[config.mk]
export PLATFORM = sky130hd
export DESIGN_NAME = tpu_sequencer_flat
export DESIGN_NICKNAME = d
export VERILOG_FILES = /design/src/rtl/tpu_sequencer_if.sv /design/src/rtl/tpu_sequencer.sv /design/src/flat_wrapper.sv
export SDC_FILE = /design/constraint.sdc
export NUM_CORES = 1
export LEC_CHECK = 0
export CORE_UTILIZATION = 40
export CTS_CLUSTER_SIZE = 14
export DETAILED_ROUTE_END_ITERATION = 8
export GPL_ROUTABILITY_DRIVEN = 0
export GPL_TIMING_DRIVEN = 0
export PLACE_DENSITY = 0.68
export SLEW_MARGIN = 25
export SYNTH_ARGS = -nofsm -noshare
export SYNTH_HDL_FRONTEND = slang
export SYNTH_SLANG_ARGS = --single-unit
[constraint.sdc]
create_clock -name clk -period 3.8 [get_ports clk]
set_input_delay 0.57 -clock clk [delete_from_list [all_inputs] [get_ports clk]]
set_output_delay 0.57 -clock clk [all_outputs]
set_load 0.02 [all_outputs]
[src/rtl/tpu_sequencer_if.sv]
// Host, operand-memory, systolic-array and result-mux signals
// that the TPU job sequencer drives or observes.
interface tpu_sequencer_if;
  logic       in_valid;
  logic       in_ready;
  logic       cfg_transpose;
  logic       cfg_activation;
  logic       abort;
  logic       mem_we;
  logic [2:0] mem_addr;
  logic       pe_clear;
  logic       mmu_en;
  logic [2:0] mmu_cycle;
  logic       transpose_q;
  logic       activation_q;
  logic [1:0] res_sel;
  logic       res_half;
  logic       out_valid;
  logic       out_ready;
  logic       busy;
  logic       done;

  modport master (
    input  in_valid, cfg_transpose, cfg_activation,
    input  abort, out_ready,
    output in_ready, mem_we, mem_addr, pe_clear,
    output mmu_en, mmu_cycle, transpose_q, activation_q,
    output res_sel, res_half, out_valid, busy, done
  );

  modport slave (
    output in_valid, cfg_transpose, cfg_activation,
    output abort, out_ready,
    input  in_ready, mem_we, mem_addr, pe_clear,
    input  mmu_en, mmu_cycle, transpose_q, activation_q,
    input  res_sel, res_half, out_valid, busy, done
  );
endinterface

[src/rtl/tpu_sequencer.sv]
// Job controller for the 2x2 systolic TPU: load 8 operand bytes,
// clear PEs, run the compute window, drain 8 result bytes.
module tpu_sequencer #(
  parameter int COMPUTE_CYCLES = 5
) (
  input logic             clk,
  input logic             rst_n,
  tpu_sequencer_if.master bus
);

  typedef enum logic [2:0] {
    S_IDLE,
    S_LOAD,
    S_CLEAR,
    S_COMPUTE,
    S_DRAIN,
    S_DONE
  } state_e;

  localparam logic [2:0] LAST_CYC = 3'(COMPUTE_CYCLES - 1);

  state_e     state_q, state_d;
  logic [2:0] load_q, load_d;
  logic [2:0] cyc_q, cyc_d;
  logic [2:0] beat_q, beat_d;
  logic       xpose_q, xpose_d;
  logic       act_q, act_d;
  logic       abort_q, abort_d;
  logic       in_ready;
  logic       accept;

  assign in_ready = (state_q == S_IDLE) | (state_q == S_LOAD);
  // abort suppresses the write even when a byte is offered
  assign accept = bus.in_valid & in_ready & ~bus.abort;

  always_ff @(posedge clk or negedge rst_n) begin
    if (!rst_n) begin
      state_q <= S_IDLE;
      load_q  <= '0;
      cyc_q   <= '0;
      beat_q  <= '0;
      xpose_q <= 1'b0;
      act_q   <= 1'b0;
      abort_q <= 1'b0;
    end else begin
      state_q <= state_d;
      load_q  <= load_d;
      cyc_q   <= cyc_d;
      beat_q  <= beat_d;
      xpose_q <= xpose_d;
      act_q   <= act_d;
      abort_q <= abort_d;
    end
  end

  always_comb begin
    state_d = state_q;
    load_d  = load_q;
    cyc_d   = cyc_q;
    beat_d  = beat_q;
    xpose_d = xpose_q;
    act_d   = act_q;
    abort_d = 1'b0;
    if (bus.abort) begin
      state_d = S_IDLE;
      load_d  = '0;
      cyc_d   = '0;
      beat_d  = '0;
      abort_d = 1'b1;
    end else begin
      unique case (state_q)
        S_IDLE: begin
          if (accept) begin
            xpose_d = bus.cfg_transpose;
            act_d   = bus.cfg_activation;
            load_d  = 3'd1;
            state_d = S_LOAD;
          end
        end
        S_LOAD: begin
          if (accept) begin
            load_d = load_q + 3'd1;
            if (load_q == 3'd7) begin
              load_d  = '0;
              state_d = S_CLEAR;
            end
          end
        end
        S_CLEAR: begin
          cyc_d   = '0;
          state_d = S_COMPUTE;
        end
        S_COMPUTE: begin
          cyc_d = cyc_q + 3'd1;
          if (cyc_q == LAST_CYC) begin
            cyc_d   = '0;
            beat_d  = '0;
            state_d = S_DRAIN;
          end
        end
        S_DRAIN: begin
          if (bus.out_ready) begin
            beat_d = beat_q + 3'd1;
            if (beat_q == 3'd7) begin
              beat_d  = '0;
              state_d = S_DONE;
            end
          end
        end
        S_DONE: state_d = S_IDLE;
        default: state_d = S_IDLE;
      endcase
    end
  end

  always_comb begin
    bus.in_ready     = in_ready;
    bus.mem_we       = accept;
    bus.mem_addr     = '0;
    bus.pe_clear     = abort_q;
    bus.mmu_en       = 1'b0;
    bus.mmu_cycle    = '0;
    bus.res_sel      = '0;
    bus.res_half     = 1'b0;
    bus.out_valid    = 1'b0;
    bus.done         = 1'b0;
    bus.busy         = (state_q != S_IDLE);
    bus.transpose_q  = xpose_q;
    bus.activation_q = act_q;
    unique case (1'b1)
      (state_q == S_LOAD):    bus.mem_addr = load_q;
      (state_q == S_CLEAR):   bus.pe_clear = 1'b1;
      (state_q == S_COMPUTE): begin
        bus.mmu_en    = 1'b1;
        bus.mmu_cycle = cyc_q;
      end
      (state_q == S_DRAIN): begin
        bus.out_valid = 1'b1;
        bus.res_sel   = beat_q[2:1];
        bus.res_half  = beat_q[0];
      end
      (state_q == S_DONE):    bus.done = 1'b1;
      default: ;
    endcase
  end

endmodule

[src/flat_wrapper.sv]
// flat-port wrapper written by rule: the top's interface ports become plain ports
module tpu_sequencer_flat 
#(
  parameter int COMPUTE_CYCLES = 5
)
  (clk, rst_n, bus_in_valid, bus_cfg_transpose, bus_cfg_activation, bus_abort, bus_out_ready, bus_in_ready, bus_mem_we, bus_mem_addr, bus_pe_clear, bus_mmu_en, bus_mmu_cycle, bus_transpose_q, bus_activation_q, bus_res_sel, bus_res_half, bus_out_valid, bus_busy, bus_done);
  tpu_sequencer_if bus_i ();
  input logic clk;
  input logic rst_n;
  input wire logic [$bits(bus_i.in_valid)-1:0] bus_in_valid;
  input wire logic [$bits(bus_i.cfg_transpose)-1:0] bus_cfg_transpose;
  input wire logic [$bits(bus_i.cfg_activation)-1:0] bus_cfg_activation;
  input wire logic [$bits(bus_i.abort)-1:0] bus_abort;
  input wire logic [$bits(bus_i.out_ready)-1:0] bus_out_ready;
  output wire logic [$bits(bus_i.in_ready)-1:0] bus_in_ready;
  output wire logic [$bits(bus_i.mem_we)-1:0] bus_mem_we;
  output wire logic [$bits(bus_i.mem_addr)-1:0] bus_mem_addr;
  output wire logic [$bits(bus_i.pe_clear)-1:0] bus_pe_clear;
  output wire logic [$bits(bus_i.mmu_en)-1:0] bus_mmu_en;
  output wire logic [$bits(bus_i.mmu_cycle)-1:0] bus_mmu_cycle;
  output wire logic [$bits(bus_i.transpose_q)-1:0] bus_transpose_q;
  output wire logic [$bits(bus_i.activation_q)-1:0] bus_activation_q;
  output wire logic [$bits(bus_i.res_sel)-1:0] bus_res_sel;
  output wire logic [$bits(bus_i.res_half)-1:0] bus_res_half;
  output wire logic [$bits(bus_i.out_valid)-1:0] bus_out_valid;
  output wire logic [$bits(bus_i.busy)-1:0] bus_busy;
  output wire logic [$bits(bus_i.done)-1:0] bus_done;
  assign bus_i.in_valid = bus_in_valid;
  assign bus_i.cfg_transpose = bus_cfg_transpose;
  assign bus_i.cfg_activation = bus_cfg_activation;
  assign bus_i.abort = bus_abort;
  assign bus_i.out_ready = bus_out_ready;
  assign bus_in_ready = bus_i.in_ready;
  assign bus_mem_we = bus_i.mem_we;
  assign bus_mem_addr = bus_i.mem_addr;
  assign bus_pe_clear = bus_i.pe_clear;
  assign bus_mmu_en = bus_i.mmu_en;
  assign bus_mmu_cycle = bus_i.mmu_cycle;
  assign bus_transpose_q = bus_i.transpose_q;
  assign bus_activation_q = bus_i.activation_q;
  assign bus_res_sel = bus_i.res_sel;
  assign bus_res_half = bus_i.res_half;
  assign bus_out_valid = bus_i.out_valid;
  assign bus_busy = bus_i.busy;
  assign bus_done = bus_i.done;
  tpu_sequencer #(.COMPUTE_CYCLES(COMPUTE_CYCLES)) u_core (.clk(clk), .rst_n(rst_n), .bus(bus_i));
endmodule
Word level (Yosys, flattened, before mapping) --
Cells that the tools add are included.
Storage, ports and cells: register bits after elaboration 15, bits in latches 0, memory bits (writable) 0, memory bits (read-only) 0, input port bits 7, memories kept 0
Cells by class: $add $sub $neg 3, $mul 0, divide/modulo/power cells 0, $lt $le $gt $ge 0, eq/ne operators 14, shift operators 0, muxes and demuxes 29, bitwise gates (word level) 4, reduce and logical (&&, ||, !) cells 9
Operators with widths (count):
- 2-to-1 mux 3 bit | 18
- one-hot mux 3 bit (2 select lines) | 3
- == test 3 bit (second input constant) | 5
- one-hot mux 3 bit (5 select lines) | 1
- != test 3 bit (second input constant) | 4
- nonzero test 3 bit | 4
- adder 3 x 1 -> 3 bit (second input constant) | 3
- AND reduction 3 bit | 3
- == test 3 x 2 -> 1 bit (second input constant) | 2
- 2-to-1 mux 1 bit | 6
- != test 3 x 2 -> 1 bit (second input constant) | 2
- AND reduction 6 bit | 1
- == test 3 x 1 -> 1 bit (second input constant) | 1
- logical NOT 3 bit | 1
- AND 1 bit | 2
- 2-to-1 mux 2 bit | 1
- NOT 1 bit | 1
- OR 1 bit | 1

Logic depth before layout (Yosys ltp) --
word-level depth 7, mapped depth 5, mapped depth without buffers 5

Least setup slack after synthesis --
Ideal clock, no wire load.
path kind input to output, from in bus_in_valid, to out bus_mem_we, arrival time 1378 ps, data required time 3230 ps, path slack 1852 ps, cell stages on the path 2, buffers on the path 0, cells stage by stage nor3b_1 nor2b_1
On the way: cells in the longest elaborated chain, start to end 2
Ends and longest elaborated chain:
- from (decl) | RTL line flat_wrapper.sv:10 | input wire logic [$bits(bus_i.in_valid)-1:0] bus_in_valid;
- AND 1 bit (2 in a row) | RTL line tpu_sequencer.sv:34 | assign accept = bus.in_valid & in_ready & ~bus.abort;
- to (decl) | RTL line flat_wrapper.sv:16 | output wire logic [$bits(bus_i.mem_we)-1:0] bus_mem_we;
No other way between the ends.

Final worst setup path --
Ends and elaborated chain as after synthesis.

==> flow_summary.ini <==
[status]
status = finished, final reports clean

[clock_network]
cts_max_level = 1
cts.reportedPaths.clkPinSlew_ns = 0.08
root_buffer = clkbuf_4
tritoncts.num_buffers = 3
post_cts.resized_instances = 0
holdBufCountCts = 0
cts_setup_buffers = 0
tritoncts_clock_tree = yes
cts_num_sinks = 15
max-clock-path-buffers = 2
worst_skew_pair.late_latency_ns = 0.30

[timing]
worst_slew_margin_rel = 0.520
finalWorstPathRequiredPeriod_ns = 3.05
final.setup.tns_ns = 0
fin_crit_sh = 0.803
worst_slew_pin_slew_ns = 0.717
whs_ns = 0.519
setup-violations-final = 0
timing.clock.skew_ns = 0.0145
final-max-slew-violation-count = 0
timing_hold_violations_final = 0
setup_slack_ns = 0.747
grt_setup_unrepaired = false
maxClockFrequency_ghz = 0.328

[synthesis]
synthDominantCellAreaShare = 0.409
unique_masters_post_synth = 33
yosysWarningCount = 0
post_synthesis_cell_area_sq_um = 917
netlist.top_cell.by_area = dfrtp_1
synth-edff-count = 0
synth.top_cells.by_area = dfrtp_1 (41%), ha_1 (8.2%), a21oi_1 (5.5%)
async_flop_share = 1.00
synth_sequential_area_ratio = 0.409
postSynthRegisterBits = 15
synth_cells = 95
post_synth.cell_area_avg_sq_um = 9.65
synth.net_count = 108
ys.flop_type = dfrtp_1

[critical_path]
timing.critical_path.fanout_max = 6
cp-start-kind = input pin
regToRegStartpoint = u_core.state_q[1]$_DFFE_PN0P_
critPathRequiredTime_ns = 3.23
reg_to_reg_slack_setup_ns = 2.29
reg2reg_to = u_core.bus.transpose_q$_DFFE_PN0P_
cp_slowest_stage_delay_ns = 0.62
critical-path-top-cell-by-count = clkdlybuf4s50_1
worstRegToRegCells = 3
worstPathCellList = clkdlybuf4s50_1 -> nor3b_1 -> nor2b_1 -> clkdlybuf4s50_1
worst_path_max_delay_cell = clkdlybuf4s50_1
critPathTopFamily = buffers and inverters
critical_path_class = in2out
worst_endpoint_data_arrival_time_ns = 2.48
critical_path_buf_inv_count = 2
critical_path_capture_point_type = output pin

[pwr]
design_power_total_uw = 349
powerDensity_nw_per_um2 = 286
static-leakage-power_nw = 0.530
ir_worst_vdd_v = 0.000257

[routing]
via_per_inst = 5.47
num_vias = 821
routed_wire_length_per_instance_microns = 14.3
route.final.wire_length_microns = 2150
drc = 0
postRouteAntennaNets = 0
drtIter0Drc = 15
drt_pre_antenna_iters = 4

[grt]
antenna_found_initial = 0
globalRouteTotalUtil = 0.191
grt_first_pass_wirelength_microns = 3550
grt_start_max_net_pins = 16
gr-total-overflow = 0
vias_in_the_first_global_route = 822

[final_layout]
num-nets-final = 137
layout-drive-gt1-share = 0.0813
final_cell_area_sq_um = 1220
fin_util = 0.590
most-common-layout-cells = clkdlybuf4s50_1 (24), dfrtp_1 (15), a21oi_1 (10), nor2_1 (7)
final_common_cell = clkdlybuf4s50_1
antenna-diode-count = 0
instances_no_fill = 150
layout-area-overhead-vs-synth_pct = 32.7

[die]
core_area_sq_um = 2060
floorplan.initialDensity = 0.445
die_h_microns = 49.9
rows = 16
ioPinCount = 25
floorplan.die.width_microns = 49.9
fp.dieArea_sq_um = 2490

[place]
numPortBuffers = 24
place_ws_ns = 0.737
placedCellCount = 146
detailedPlacementHpwl_microns = 1590
placed_area_sq_um = 1190

[hold_path]
hp-start = u_core.bus.transpose_q$_DFFE_PN0P_
hold_path_depth = 1
worst_hold_path.endpoint = u_core.bus.transpose_q$_DFFE_PN0P_
hold_path_class = reg2reg

[flow_run]
cap_violations = 0
==> logic make-up (layout without fill, tap and decap cells) <==
family,Yosys count,after routing,synth area share
buffers and inverters,8,36,0.0368
muxes,3,3,0.0437
and+or+nand+nor,43,43,0.296
AOI/OAI and AO/OA,20,20,0.132
DFF,15,15,0.409
adders and majority gates,6,6,0.0819
==> cell usage after synthesis (2+ instances only) <==
cell type	n
dfrtp_1	15
a21oi_1	10
nor2_1	7
ha_1	6
nand3_1	6
and2_1	4
nand2b_1	4
and3_1	3
buf_2	3
inv_1	3
nand3b_1	3
o211ai_1	3
clkbuf_1	2
mux2_4	2
nand2_1	2
nor2b_1	2
nor3b_1	2
o21ai_0	2
or3_1	2
==> sequential cells by signal (all words and copies together) (netlist names) <==
| register | cells |
|---|---|
| u_core.abort_q | 1 |
| u_core.beat_q | 3 |
| u_core.bus.activation_q | 1 |
| u_core.bus.transpose_q | 1 |
| u_core.cyc_q | 3 |
| u_core.load_q | 3 |
| u_core.state_q | 3 |
==> report_power, final <==
group / internal, mW / total [mW] / switching, mW
Combinational: 0.0399 / 0.0805 / 0.0406
Sequential: 0.169 / 0.174 / 0.00494
Clock: 0.0409 / 0.0945 / 0.0536
==> area by class of cell <==
class / instances / area (sq um)
Clock buffer: 4 / 26.3
Inverter: 3 / 11.3
Multi-Input combinational cell: 72 / 508
Fill cell: 189 / 845
Tap cell: 27 / 33.8
Buffer: 5 / 22.5
Timing Repair Buffer: 24 / 240
Sequential cell: 15 / 375
==> per-layer routing <==
metal,wire [microns],up-vias,global-route usage,part of all wire
li1,-,403,-,-
met1,990,392,0.235,0.46
met2,1040,24,0.320,0.48
met3,107,2,0.0556,0.050
met4,15,0,0.0571,0.0070
met5,0,-,0,0
==> worst max-delay path by stage <==
stage                  from          to  slack, ns  cells after the start
6_report       bus_in_valid  bus_mem_we       0.75                      4
3_5_place_dp   bus_in_valid  bus_mem_we       0.74                      4
5_1_grt        bus_in_valid  bus_mem_we       0.61                      4
4_1_cts        bus_in_valid  bus_mem_we       0.73                      4
2_1_floorplan  bus_in_valid  bus_mem_we       1.85                      2
3_3_place_gp   bus_in_valid  bus_mem_we       0.75                      4
Power figures use the tool's default switching activity.
